[src/rtl/uart_pkg.sv]
// Shared types and constants for the UART transmit path.
// Holds the FSM state encoding and the stop-bit selector values used by uart_tx_fifo_rd.
package uart_pkg;

    typedef enum logic [2:0] {
        IDLE,
        START,
        DATA,
        PARITY,
        STOP
    } uart_tx_st_t;

    // Encoding of the stop_sel configuration input
    localparam logic STOP_1 = 1'b0;
    localparam logic STOP_2 = 1'b1;

    // Index of the final stop bit, counted from zero
    function automatic int last_stop_idx(input logic sel);
        return (sel == STOP_2) ? 1 : 0;
    endfunction

endpackage

[src/rtl/uart_baud_gen.sv]
// Bit-period timer: counts 0..comp and flags the last cycle of each bit.
// The divider is re-sampled only at bit boundaries, so a mid-bit change never truncates a bit.
module uart_baud_gen #(
    parameter int comp_w = 16
) (
    input  logic              clk,
    input  logic              rstn,
    input  logic              clr,
    input  logic [comp_w-1:0] comp,
    output logic              bit_end
);

    logic [comp_w-1:0] r_cnt;
    logic [comp_w-1:0] r_comp;

    assign bit_end = (r_cnt == r_comp) & ~clr;

    always_ff @(posedge clk) begin
        if (!rstn) begin
            r_cnt  <= '0;
            r_comp <= '0;
        end else if (clr || bit_end) begin
            r_cnt  <= '0;
            r_comp <= comp;
        end else begin
            r_cnt  <= r_cnt + 1'b1;
        end
    end

endmodule

[src/rtl/uart_tx_fifo_rd.sv]
// Reads a show-ahead TX fifo and serialises each word LSB-first as an 8N1/8N2 UART frame.
// Optional parity bit after the data bits is enabled by defining UART_TX_PARITY_EN.
module uart_tx_fifo_rd
    import uart_pkg::*;
#(
    parameter int data_w = 8,
    parameter int comp_w = 16
) (
    input  logic              clk,
    input  logic              rstn,
    input  logic              tr_en,
    input  logic [comp_w-1:0] comp,
    input  logic              stop_sel,
    input  logic              par_odd,
    input  logic              fifo_emp,
    input  logic [data_w-1:0] fifo_rd,
    output logic              fifo_re,
    output logic              tx,
    output logic              busy,
    output logic              tx_done
);

    localparam int BCW = $clog2(data_w + 1);
    localparam logic [BCW-1:0] LAST_BIT = BCW'(data_w - 1);

`ifdef UART_TX_PARITY_EN
    localparam uart_tx_st_t AFTER_DATA = PARITY;
    logic r_par;
`else
    localparam uart_tx_st_t AFTER_DATA = STOP;
    logic w_unused_par;
    assign w_unused_par = par_odd;
`endif

    uart_tx_st_t       r_st;
    uart_tx_st_t       w_st_next;
    logic [data_w-1:0] r_shift;
    logic [BCW-1:0]    r_bit_cnt;
    logic              r_stop_sel;
    logic              w_bit_end;
    logic              w_can_pop;
    logic              w_last_stop;
    logic              w_pop;
    logic              w_shift;
    logic              w_bcnt_inc;
    logic              w_bcnt_clr;

    uart_baud_gen #(
        .comp_w (comp_w)
    ) u_baud (
        .clk     (clk),
        .rstn    (rstn),
        .clr     (r_st == IDLE),
        .comp    (comp),
        .bit_end (w_bit_end)
    );

    // Gated by rstn so no word is lost while reset is held
    assign w_can_pop   = rstn & tr_en & ~fifo_emp;
    assign w_last_stop = (r_bit_cnt == BCW'(last_stop_idx(r_stop_sel)));

    always_comb begin
        w_st_next  = r_st;
        w_pop      = 1'b0;
        w_shift    = 1'b0;
        w_bcnt_inc = 1'b0;
        w_bcnt_clr = 1'b0;
        tx_done    = 1'b0;
        tx         = 1'b1;
        case (r_st)
            IDLE: begin
                if (w_can_pop) begin
                    w_pop     = 1'b1;
                    w_st_next = START;
                end
            end
            START: begin
                tx = 1'b0;
                if (w_bit_end) begin
                    w_bcnt_clr = 1'b1;
                    w_st_next  = DATA;
                end
            end
            DATA: begin
                tx = r_shift[0];
                if (w_bit_end) begin
                    w_shift = 1'b1;
                    if (r_bit_cnt == LAST_BIT) begin
                        w_bcnt_clr = 1'b1;
                        w_st_next  = AFTER_DATA;
                    end else begin
                        w_bcnt_inc = 1'b1;
                    end
                end
            end
`ifdef UART_TX_PARITY_EN
            PARITY: begin
                tx = r_par;
                if (w_bit_end) begin
                    w_bcnt_clr = 1'b1;
                    w_st_next  = STOP;
                end
            end
`endif
            STOP: begin
                if (w_bit_end) begin
                    if (w_last_stop) begin
                        tx_done    = 1'b1;
                        w_bcnt_clr = 1'b1;
                        // Chain straight into the next frame when a word is waiting
                        if (w_can_pop) begin
                            w_pop     = 1'b1;
                            w_st_next = START;
                        end else begin
                            w_st_next = IDLE;
                        end
                    end else begin
                        w_bcnt_inc = 1'b1;
                    end
                end
            end
            default: w_st_next = IDLE;
        endcase
    end

    assign fifo_re = w_pop;
    assign busy    = (r_st != IDLE);

    always_ff @(posedge clk) begin
        if (!rstn) begin
            r_st       <= IDLE;
            r_shift    <= '0;
            r_bit_cnt  <= '0;
            r_stop_sel <= STOP_1;
        end else begin
            r_st <= w_st_next;
            if (w_pop) begin
                r_shift    <= fifo_rd;
                r_stop_sel <= stop_sel;
            end else if (w_shift) begin
                r_shift    <= r_shift >> 1;
            end
            if (w_pop || w_bcnt_clr) begin
                r_bit_cnt <= '0;
            end else if (w_bcnt_inc) begin
                r_bit_cnt <= r_bit_cnt + 1'b1;
            end
        end
    end

`ifdef UART_TX_PARITY_EN
    always_ff @(posedge clk) begin
        if (!rstn) begin
            r_par <= 1'b0;
        end else if (w_pop) begin
            r_par <= (^fifo_rd) ^ par_odd;
        end
    end
`endif

endmodule

[config.mk]
export PLATFORM = sky130hd
export DESIGN_NAME = uart_tx_fifo_rd
export DESIGN_NICKNAME = d
export VERILOG_FILES = /design/src/rtl/uart_pkg.sv /design/src/rtl/uart_baud_gen.sv /design/src/rtl/uart_tx_fifo_rd.sv
export SDC_FILE = /design/constraint.sdc
export NUM_CORES = 1
export LEC_CHECK = 0
export CELL_PAD_IN_SITES_DETAIL_PLACEMENT = 0
export CELL_PAD_IN_SITES_GLOBAL_PLACEMENT = 1
export CORE_MARGIN = 4
export CORE_UTILIZATION = 42
export DETAILED_ROUTE_END_ITERATION = 16
export HOLD_SLACK_MARGIN = 0.08
export PLACE_DENSITY_LB_ADDON = 0.12
export SETUP_SLACK_MARGIN = 0.02
export SYNTH_ARGS = -nofsm -noshare
export SYNTH_HDL_FRONTEND = slang
export SYNTH_HIERARCHICAL = 1
export SYNTH_SLANG_ARGS = --single-unit
[constraint.sdc]
create_clock -name clk -period 3.04 [get_ports clk]
set_clock_uncertainty 0.1 [all_clocks]
set_input_delay 0.456 -clock clk [delete_from_list [all_inputs] [get_ports clk]]
set_output_delay 0.456 -clock clk [all_outputs]
set_load 0.01 [all_outputs]
==> results of run 1 <==
[power groups by stage]
stage | clock network, mW | registers [mW] | logic (mW)
finish | 0.410 | 0.674 | 0.175
detailed placement | 0 | 0.689 | 0.170
global placement | 0 | 0.689 | 0.169
CTS | 0.426 | 0.674 | 0.174
floorplan | 0 | 0.684 | 0.107
global route | 0.450 | 0.678 | 0.193
[sequential cells by signal, indices dropped and copies added (netlist names)]
signal,cells
r_stop_sel,1
u_baud/r_comp,16
r_shift,8
u_baud/r_cnt,16
r_st,3
r_bit_cnt,4
[cell usage after synthesis, types with 4 or more instances]
cell                       instances  area, um^2
sky130_fd_sc_hd__nor3_1           14        70.1
sky130_fd_sc_hd__nand3_1          13        65.1
sky130_fd_sc_hd__o311a_1           7        70.1
sky130_fd_sc_hd__nand2_1          38         143
sky130_fd_sc_hd__o21ai_0          13        65.1
sky130_fd_sc_hd__xor2_1           27         236
sky130_fd_sc_hd__inv_1             4        15.0
sky130_fd_sc_hd__a211oi_1          8        60.1
sky130_fd_sc_hd__or3_1             5        31.3
sky130_fd_sc_hd__nand4_1           6        37.5
sky130_fd_sc_hd__mux2i_1          23         230
sky130_fd_sc_hd__dfxtp_1          48         961
sky130_fd_sc_hd__clkbuf_1          6        22.5
[kinds of logic after synthesis]
group	Yosys count	synth area share
compound gates	45	0.135
xor+xnor	29	0.101
fa+ha+maj	2	0.00995
buf+inv	20	0.0433
flops	48	0.382
mux	23	0.0915
simple gates	104	0.237
[worst paths after layout]
| kind | cells past startpoint | start | end | slack (ns) |
|---|---|---|---|---|
| max | 7 | u_baud/r_comp[15]$_SDFFE_PN0P_ | tx_done | 0.18 |
| min reg2reg | 2 | u_baud/r_comp[1]$_SDFFE_PN0P_ | u_baud/r_comp[1]$_SDFFE_PN0P_ | 0.38 |
| max reg2reg | 8 | u_baud/r_comp[15]$_SDFFE_PN0P_ | r_bit_cnt[3]$_SDFFE_PP0P_ | 0.62 |
| min | 2 | u_baud/r_comp[1]$_SDFFE_PN0P_ | u_baud/r_comp[1]$_SDFFE_PN0P_ | 0.38 |
[routing by layer]
layer	up-vias	global-route usage	wire (um)
li1	1057	-	-
met1	944	0.182	2480
met2	41	0.280	2630
met3	8	0.0388	228
met4	0	0.0590	82
met5	-	0	0
[cell type report]
class	instances	area (um^2)
Sequential cell	48	961
Inverter	4	15.0
Tap cell	72	90.1
Timing Repair Buffer	51	462
Multi-Input combinational cell	203	1450
Fill cell	528	2560
Clock buffer	7	96.3
[through the flow]
stage / worst slack (ns) / power (mW) / util
2_1_floorplan: 0.229 / 0.791 / -
3_3_place_gp: 0.0184 / 0.857 / 0.525
3_5_place_dp: 0.00959 / 0.859 / 0.525
4_1_cts: 0.0887 / 1.27 / 0.544
5_1_grt: 0.0434 / 1.32 / 0.545
6_report: 0.176 / 1.26 / 0.545
[worst max-delay path, cell delays in order (launching register included)]
cell,delay (ns)
sky130_fd_sc_hd__dfxtp_1,0.33
sky130_fd_sc_hd__xor2_1,0.17
sky130_fd_sc_hd__nor4_2,0.35
sky130_fd_sc_hd__and4_1,0.26
sky130_fd_sc_hd__nor2b_4,0.18
sky130_fd_sc_hd__and4bb_4,0.28
sky130_fd_sc_hd__and3_4,0.19
sky130_fd_sc_hd__clkdlybuf4s15_1,0.23
[what timing repair did]
| action | CTS | global route |
|---|---|---|
| pin swaps | 3 | 2 |
| resized for setup | 4 | 1 |
| setup endpoints to repair | 2 | 2 |
| buffers inserted | 1 | 1 |
[layout by cell type (no fill, tap or decap), types with 3 or more instances in the layout]
cell and instances:
sky130_fd_sc_hd__a21oi_1 3, sky130_fd_sc_hd__mux2i_1 23, sky130_fd_sc_hd__dfxtp_1 48, sky130_fd_sc_hd__or3_1 5
sky130_fd_sc_hd__nand4_1 6, sky130_fd_sc_hd__inv_1 4, sky130_fd_sc_hd__clkbuf_8 7, sky130_fd_sc_hd__clkdlybuf4s50_1 30
sky130_fd_sc_hd__o21ai_1 3, sky130_fd_sc_hd__a211oi_1 8, sky130_fd_sc_hd__and3_1 3, sky130_fd_sc_hd__nand2_1 38
sky130_fd_sc_hd__xor2_1 27, sky130_fd_sc_hd__o21ai_0 13, sky130_fd_sc_hd__nand3_1 13, sky130_fd_sc_hd__nor3_1 14
sky130_fd_sc_hd__nor4_2 3, sky130_fd_sc_hd__buf_4 19, sky130_fd_sc_hd__o311a_1 7, sky130_fd_sc_hd__a21o_1 3
==> reports/metrics.yaml, run 1 <==
yosys:
  syn-num-nets: 303
  cells_after_synth: 271
  synth.lib_cells_used.distinct: 48
  synth_seq_area_share: 0.382
  synth_ff_type: "sky130_fd_sc_hd__dfxtp_1"
  synth_async_sr_flop_share: 0
  synthesis.area_um2: 2510
  synth.yosys.warnings: 6
  synth-edff-count: 0
  ys_seq_elements: 48
  synth.avg_cell_area_um2: 9.28
final_layout:
  finalNonFillerCells: 385
  nets: 345
  final_cell_area_um2: 3080
  layout-drive-gt1-share: 0.128
  synthToLayoutAreaGrowth_pct: 22.3
  antenna-diode-count: 0
cts:
  clock_insertion_delay_at_the_later_pin_of_the_skew_report_ns: 0.30
  clk_transition_reported_paths_ns: 0.08
  clock_h_tree_levels: 2
  clock_tree.root_cell: "sky130_fd_sc_hd__clkbuf_8"
  cts_made_buffers: 5
  cts_tree: "yes"
  holdBufCountCts: 0
  cts-root-to-sink-buffers: 2
  clock-sinks: 48
placed_design:
  dp_cells: 376
  finalWeightedCongestion: 0.845
  io_buffers: 32
  place_hpwl_um: 3900
  postPlaceCellArea_um2: 2960
timing:
  sum_of_negative_setup_slack_ns: 0
  slew_viol_final: 0
  rsz0062_at_grt: "false"
  finalSetupViolCount: 0
  post-route-period-util: 0.942
  tightestPinTransition_ns: 0.799
  worst_slack_on_hold_paths_ns: 0.376
  report.final.hold_viol_count: 0
  finalWorstPathRequiredPeriod_ns: 2.86
  timing.fmax_mhz: 349
  relSlewSlack: 0.466
global_routing:
  grt-ovfl-total: 0
  global_route.usage.total: 0.158
  number_of_antenna_violations_at_the_first_check_in_global_routing: 0
  wire_length_of_the_first_global_routing_pass_um: 9340
  largest_net_degree_at_the_start_of_global_routing: 42
  grt_pass1_vias: 2070
floorplanning:
  initial_utilization: 0.446
  core-area_um2: 5640
  boundaryPins: 34
  die_w_um: 85.4
  die_area_um2: 7290
  die_h_um: 85.4
  number_of_rows_in_the_core_area: 27
critical_path:
  critical_path.max_fanout: 4
  worst_path_arrival_time_ns: 2.31
  timing.critical_path.required_ns: 2.48
  timing.critical_path.to_type: "output port"
  timing_worst_setup_path_type: "register to output port"
  start_kind: "register"
routing:
  drt_iter0_drc: 47
  final_routed_wirelength_across_all_metal_layers_um: 5420
  route.detailed.vias_per_inst: 5.32
  routed-via-count: 2050
  wl_per_cell_um: 14.1
  drc: 0
  detail-route-antenna-nets: 0
  drt_first_pass_iters: 4
run_status:
  status: "finished clean"
power:
  pwr_density_cell_nw_per_um2: 409
  p_switching_mw: 0.303
  flop_pwr_share: 0.535
  clkPwrFrac: 0.326
  power.static_leakage_nw: 1.18
  sw_frac_of_total: 0.241
  comb_power_share: 0.139
  p_int_mw: 0.955
  max-vdd-ir-drop_v: 0.000247
min_path:
  hold_path.class: "register to register"
job:
  cap_violations: 0
Power figures use the tool's default switching activity.
==> run 2, diff against run 1 <==
--- a/config.mk
+++ b/config.mk
@@ -8,12 +8,12 @@
 export CELL_PAD_IN_SITES_DETAIL_PLACEMENT = 0
 export CELL_PAD_IN_SITES_GLOBAL_PLACEMENT = 1
 export CORE_MARGIN = 4
-export CORE_UTILIZATION = 42
+export CORE_UTILIZATION = 40
 export DETAILED_ROUTE_END_ITERATION = 16
 export HOLD_SLACK_MARGIN = 0.08
-export PLACE_DENSITY_LB_ADDON = 0.12
+export PLACE_DENSITY_LB_ADDON = 0.1
+export REMOVE_ABC_BUFFERS = 1
 export SETUP_SLACK_MARGIN = 0.02
 export SYNTH_ARGS = -nofsm -noshare
 export SYNTH_HDL_FRONTEND = slang
-export SYNTH_HIERARCHICAL = 1
 export SYNTH_SLANG_ARGS = --single-unit
==> run 2 against run 1 <==
First-iteration DRC count rose by 89%. Wire length barely moved. Combinational power fell by 18%. Clock-buffer cell count did not move. Total power fell by 3.5%. Sequential cell count did not move. Register-to-register slack improved by 0.11 ns. Synthesized cell count rose by 4.4%. Die area fell by 1.1%. Non-clock buffer count fell by 10. Critical path depth fell by 2. Critical endpoint unchanged. Largest power group unchanged.
==> reports/metrics.yaml, run 2 <==
global_routing:
  grt-ovfl-total: 0
  largest_net_degree_at_the_start_of_global_routing: 35
  global_route.usage.total: 0.157
  grt_pass1_vias: 2017
  number_of_antenna_violations_at_the_first_check_in_global_routing: 0
  wire_length_of_the_first_global_routing_pass_um: 9280
routing:
  final_routed_wirelength_across_all_metal_layers_um: 5420
  drc: 0
  detail-route-antenna-nets: 0
  wl_per_cell_um: 13.9
  route.detailed.vias_per_inst: 5.24
  drt_iter0_drc: 89
  routed-via-count: 2040
  drt_first_pass_iters: 4
power:
  pwr_density_cell_nw_per_um2: 423
  max-vdd-ir-drop_v: 0.000210
  power.static_leakage_nw: 1.12
  fin_total_pwr_mw: 1.21
floorplanning:
  die_w_um: 84.9
  die_h_um: 84.9
  boundaryPins: 34
  number_of_rows_in_the_core_area: 27
  die_area_um2: 7210
  core-area_um2: 5610
  initial_utilization: 0.422
final_layout:
  commonest_non_fill_non_tap_cell_in_the_layout: "sky130_fd_sc_hd__dfxtp_1"
  largest_registers: "u_baud.r_cnt: 16 flops, u_baud.r_comp: 16 flops, r_shift: 8 flops"
  antenna-diode-count: 0
  final_cell_mix: "sky130_fd_sc_hd__dfxtp_1 (48), sky130_fd_sc_hd__clkdlybuf4s50_1 (32), sky130_fd_sc_hd__a21oi_1 (31), sky130_fd_sc_hd__o21ai_0 (27)"
  nFillCells: 581
  final_cell_area_um2: 2870
  synthToLayoutAreaGrowth_pct: 21.4
  nets: 348
  fin_util: 0.512
  layout-drive-gt1-share: 0.0726
cts:
  clk_transition_reported_paths_ns: 0.09
  cts_tree: "yes"
  clock_insertion_delay_at_the_later_pin_of_the_skew_report_ns: 0.31
  cts_made_buffers: 5
  cts-root-to-sink-buffers: 2
  clock_h_tree_levels: 2
  holdBufCountCts: 0
  post_cts_resize_count: 0
  clock-sinks: 48
  clock_tree.root_cell: "sky130_fd_sc_hd__clkbuf_8"
  postCtsSetupBuffers: 0
critical_path:
  worst_path_arrival_time_ns: 2.35
  crit_path_frequent_cell: "sky130_fd_sc_hd__nor4_1"
  timing_worst_setup_path_type: "register to output port"
  timing.critical_path.to_type: "output port"
  start_kind: "register"
  critical_path_top_delay_cell: "sky130_fd_sc_hd__clkdlybuf4s50_1"
  timing.critical_path.required_ns: 2.48
  worst_r2r_path_depth: 6
  critPathMaxStageDelay_ns: 0.60
  critical_path.max_fanout: 2
  crit_path_cell_trace: "xor2_1 -> nor4_1 -> nand4_1 -> nor4_1 -> clkdlybuf4s50_1"
placed_design:
  postPlaceCellArea_um2: 2780
  place_hpwl_um: 3740
  place_ws_ns: 0.233
  finalWeightedCongestion: 0.763
  io_buffers: 32
timing:
  slew_viol_final: 0
  tightestPinTransition_ns: 0.783
  rsz0062_at_grt: "false"
  finalWorstPathRequiredPeriod_ns: 2.90
  timing.fmax_mhz: 344
  finalSetupViolCount: 0
  post-route-period-util: 0.955
  final.setup.worst_slack_ns: 0.136
  sum_of_negative_setup_slack_ns: 0
  report.final.hold_viol_count: 0
  relSlewSlack: 0.476
yosys:
  synth.lib_cells_used.distinct: 40
  netlist.top_cell.by_area: "sky130_fd_sc_hd__dfxtp_1"
  synth_seq_area_share: 0.406
  synth_async_sr_flop_share: 0
  synth-edff-count: 0
  synthesis.area_um2: 2370
  synth_top_cell_area_share: 0.406
  netlist_top_cells_area: "sky130_fd_sc_hd__dfxtp_1 (41%), sky130_fd_sc_hd__xor2_1 (8.5%), sky130_fd_sc_hd__a21oi_1 (6.6%), sky130_fd_sc_hd__o21ai_0 (5.7%), sky130_fd_sc_hd__nand3_1 (5.1%)"
  cells_after_synth: 283
  ys_seq_elements: 48
  synth_ff_type: "sky130_fd_sc_hd__dfxtp_1"
  ys_top_cells_by_count: "sky130_fd_sc_hd__dfxtp_1 (48), sky130_fd_sc_hd__a21oi_1 (31), sky130_fd_sc_hd__o21ai_0 (27)"
  yosysMostFrequentCell: "sky130_fd_sc_hd__dfxtp_1"
  synth.yosys.warnings: 0
  synth.avg_cell_area_um2: 8.36
job:
  cap_violations: 0
min_path:
  hold_path.class: "register to register"
  worst_hold_path.num_cells: 2
run_status:
  status: "finished clean"
run 2: cell count changes in the layout (fill, tap and decap cells not counted), sizes merged, moves of 6 or more:
cell and delta:
a21oi +28, nand2 -28, nor2 +23, mux2i -22, nor3 -13, nand3 +11, o21ai +11, buf -10
inv +9, a211oi -7, a221oi +7, o311a -7, xnor2 +6
run 2: report_power, final:
part | internal (mW) | leakage, nW | switching (mW)
registers | 0.652 | 0.392 | 0.0148
logic | 0.0772 | 0.687 | 0.0657
clock network | 0.185 | 0.0445 | 0.220
run 2: final cells by class:
cell class | count | area (um^2) | area share
Clock inverter | 1 | 7.51 | 0.00261
Clock buffer | 7 | 86.3 | 0.0301
Timing Repair Buffer | 41 | 388 | 0.135
Inverter | 14 | 52.6 | 0.0183
Multi-Input combinational cell | 206 | 1290 | 0.448
Tap cell | 72 | 90.1 | 0.0314
Sequential cell | 48 | 961 | 0.334
run 2: metrics by stage:
step           cells  hold slack, ns
6_report         389           0.381
2_1_floorplan    268           0.340
3_3_place_gp     381           0.363
5_1_grt          389           0.399
4_1_cts          389           0.380
3_5_place_dp     381           0.369
run 2: cells by family (layout without fill, tap and decap cells):
logic type	count (synthesis)	after routing	synth area share
xor gates and xnor gates	31	31	0.115
buffers and inverters	29	63	0.0502
AOI/OAI and AO/OA	82	82	0.205
muxes	2	2	0.00899
adders and majority gates	2	2	0.0106
DFF	48	48	0.406
and+or+nand+nor	89	89	0.205
run 2: final timing paths:
| path | from | endpoint | slack [ns] |
|---|---|---|---|
| worst max register to register | u_baud.r_cnt[15]$_SDFF_PP0_ | u_baud.r_cnt[13]$_SDFF_PP0_ | 0.73 |
| worst min-delay path | u_baud.r_comp[1]$_SDFFE_PN0P_ | u_baud.r_comp[1]$_SDFFE_PN0P_ | 0.38 |
| worst min register to register | u_baud.r_comp[1]$_SDFFE_PN0P_ | u_baud.r_comp[1]$_SDFFE_PN0P_ | 0.38 |
| worst max-delay path | u_baud.r_cnt[15]$_SDFF_PP0_ | tx_done | 0.14 |
run 2: per-layer routing:
metal  wire, um  GRT usage  share of wire
met3        161     0.0311          0.030
met1       2640      0.200           0.49
met5          0          0              0
met2       2540      0.263           0.47
met4         80     0.0561          0.015
run 2: worst max-delay path, delay by kind of cell (launching register included):
family	cells	cell delay (ns)
DFF	1	0.35
xor gates and xnor gates	1	0.15
and+or+nand+nor	3	0.95
buffers and inverters	1	0.60
==> run 3, diff against run 2 <==
--- a/config.mk
+++ b/config.mk
@@ -5,6 +5,7 @@
 export SDC_FILE = /design/constraint.sdc
 export NUM_CORES = 1
 export LEC_CHECK = 0
+export CAP_MARGIN = 5
 export CELL_PAD_IN_SITES_DETAIL_PLACEMENT = 0
 export CELL_PAD_IN_SITES_GLOBAL_PLACEMENT = 1
 export CORE_MARGIN = 4
==> results of run 3 <==
No change in the layout: final DEF, timing and power equal those of run 2.
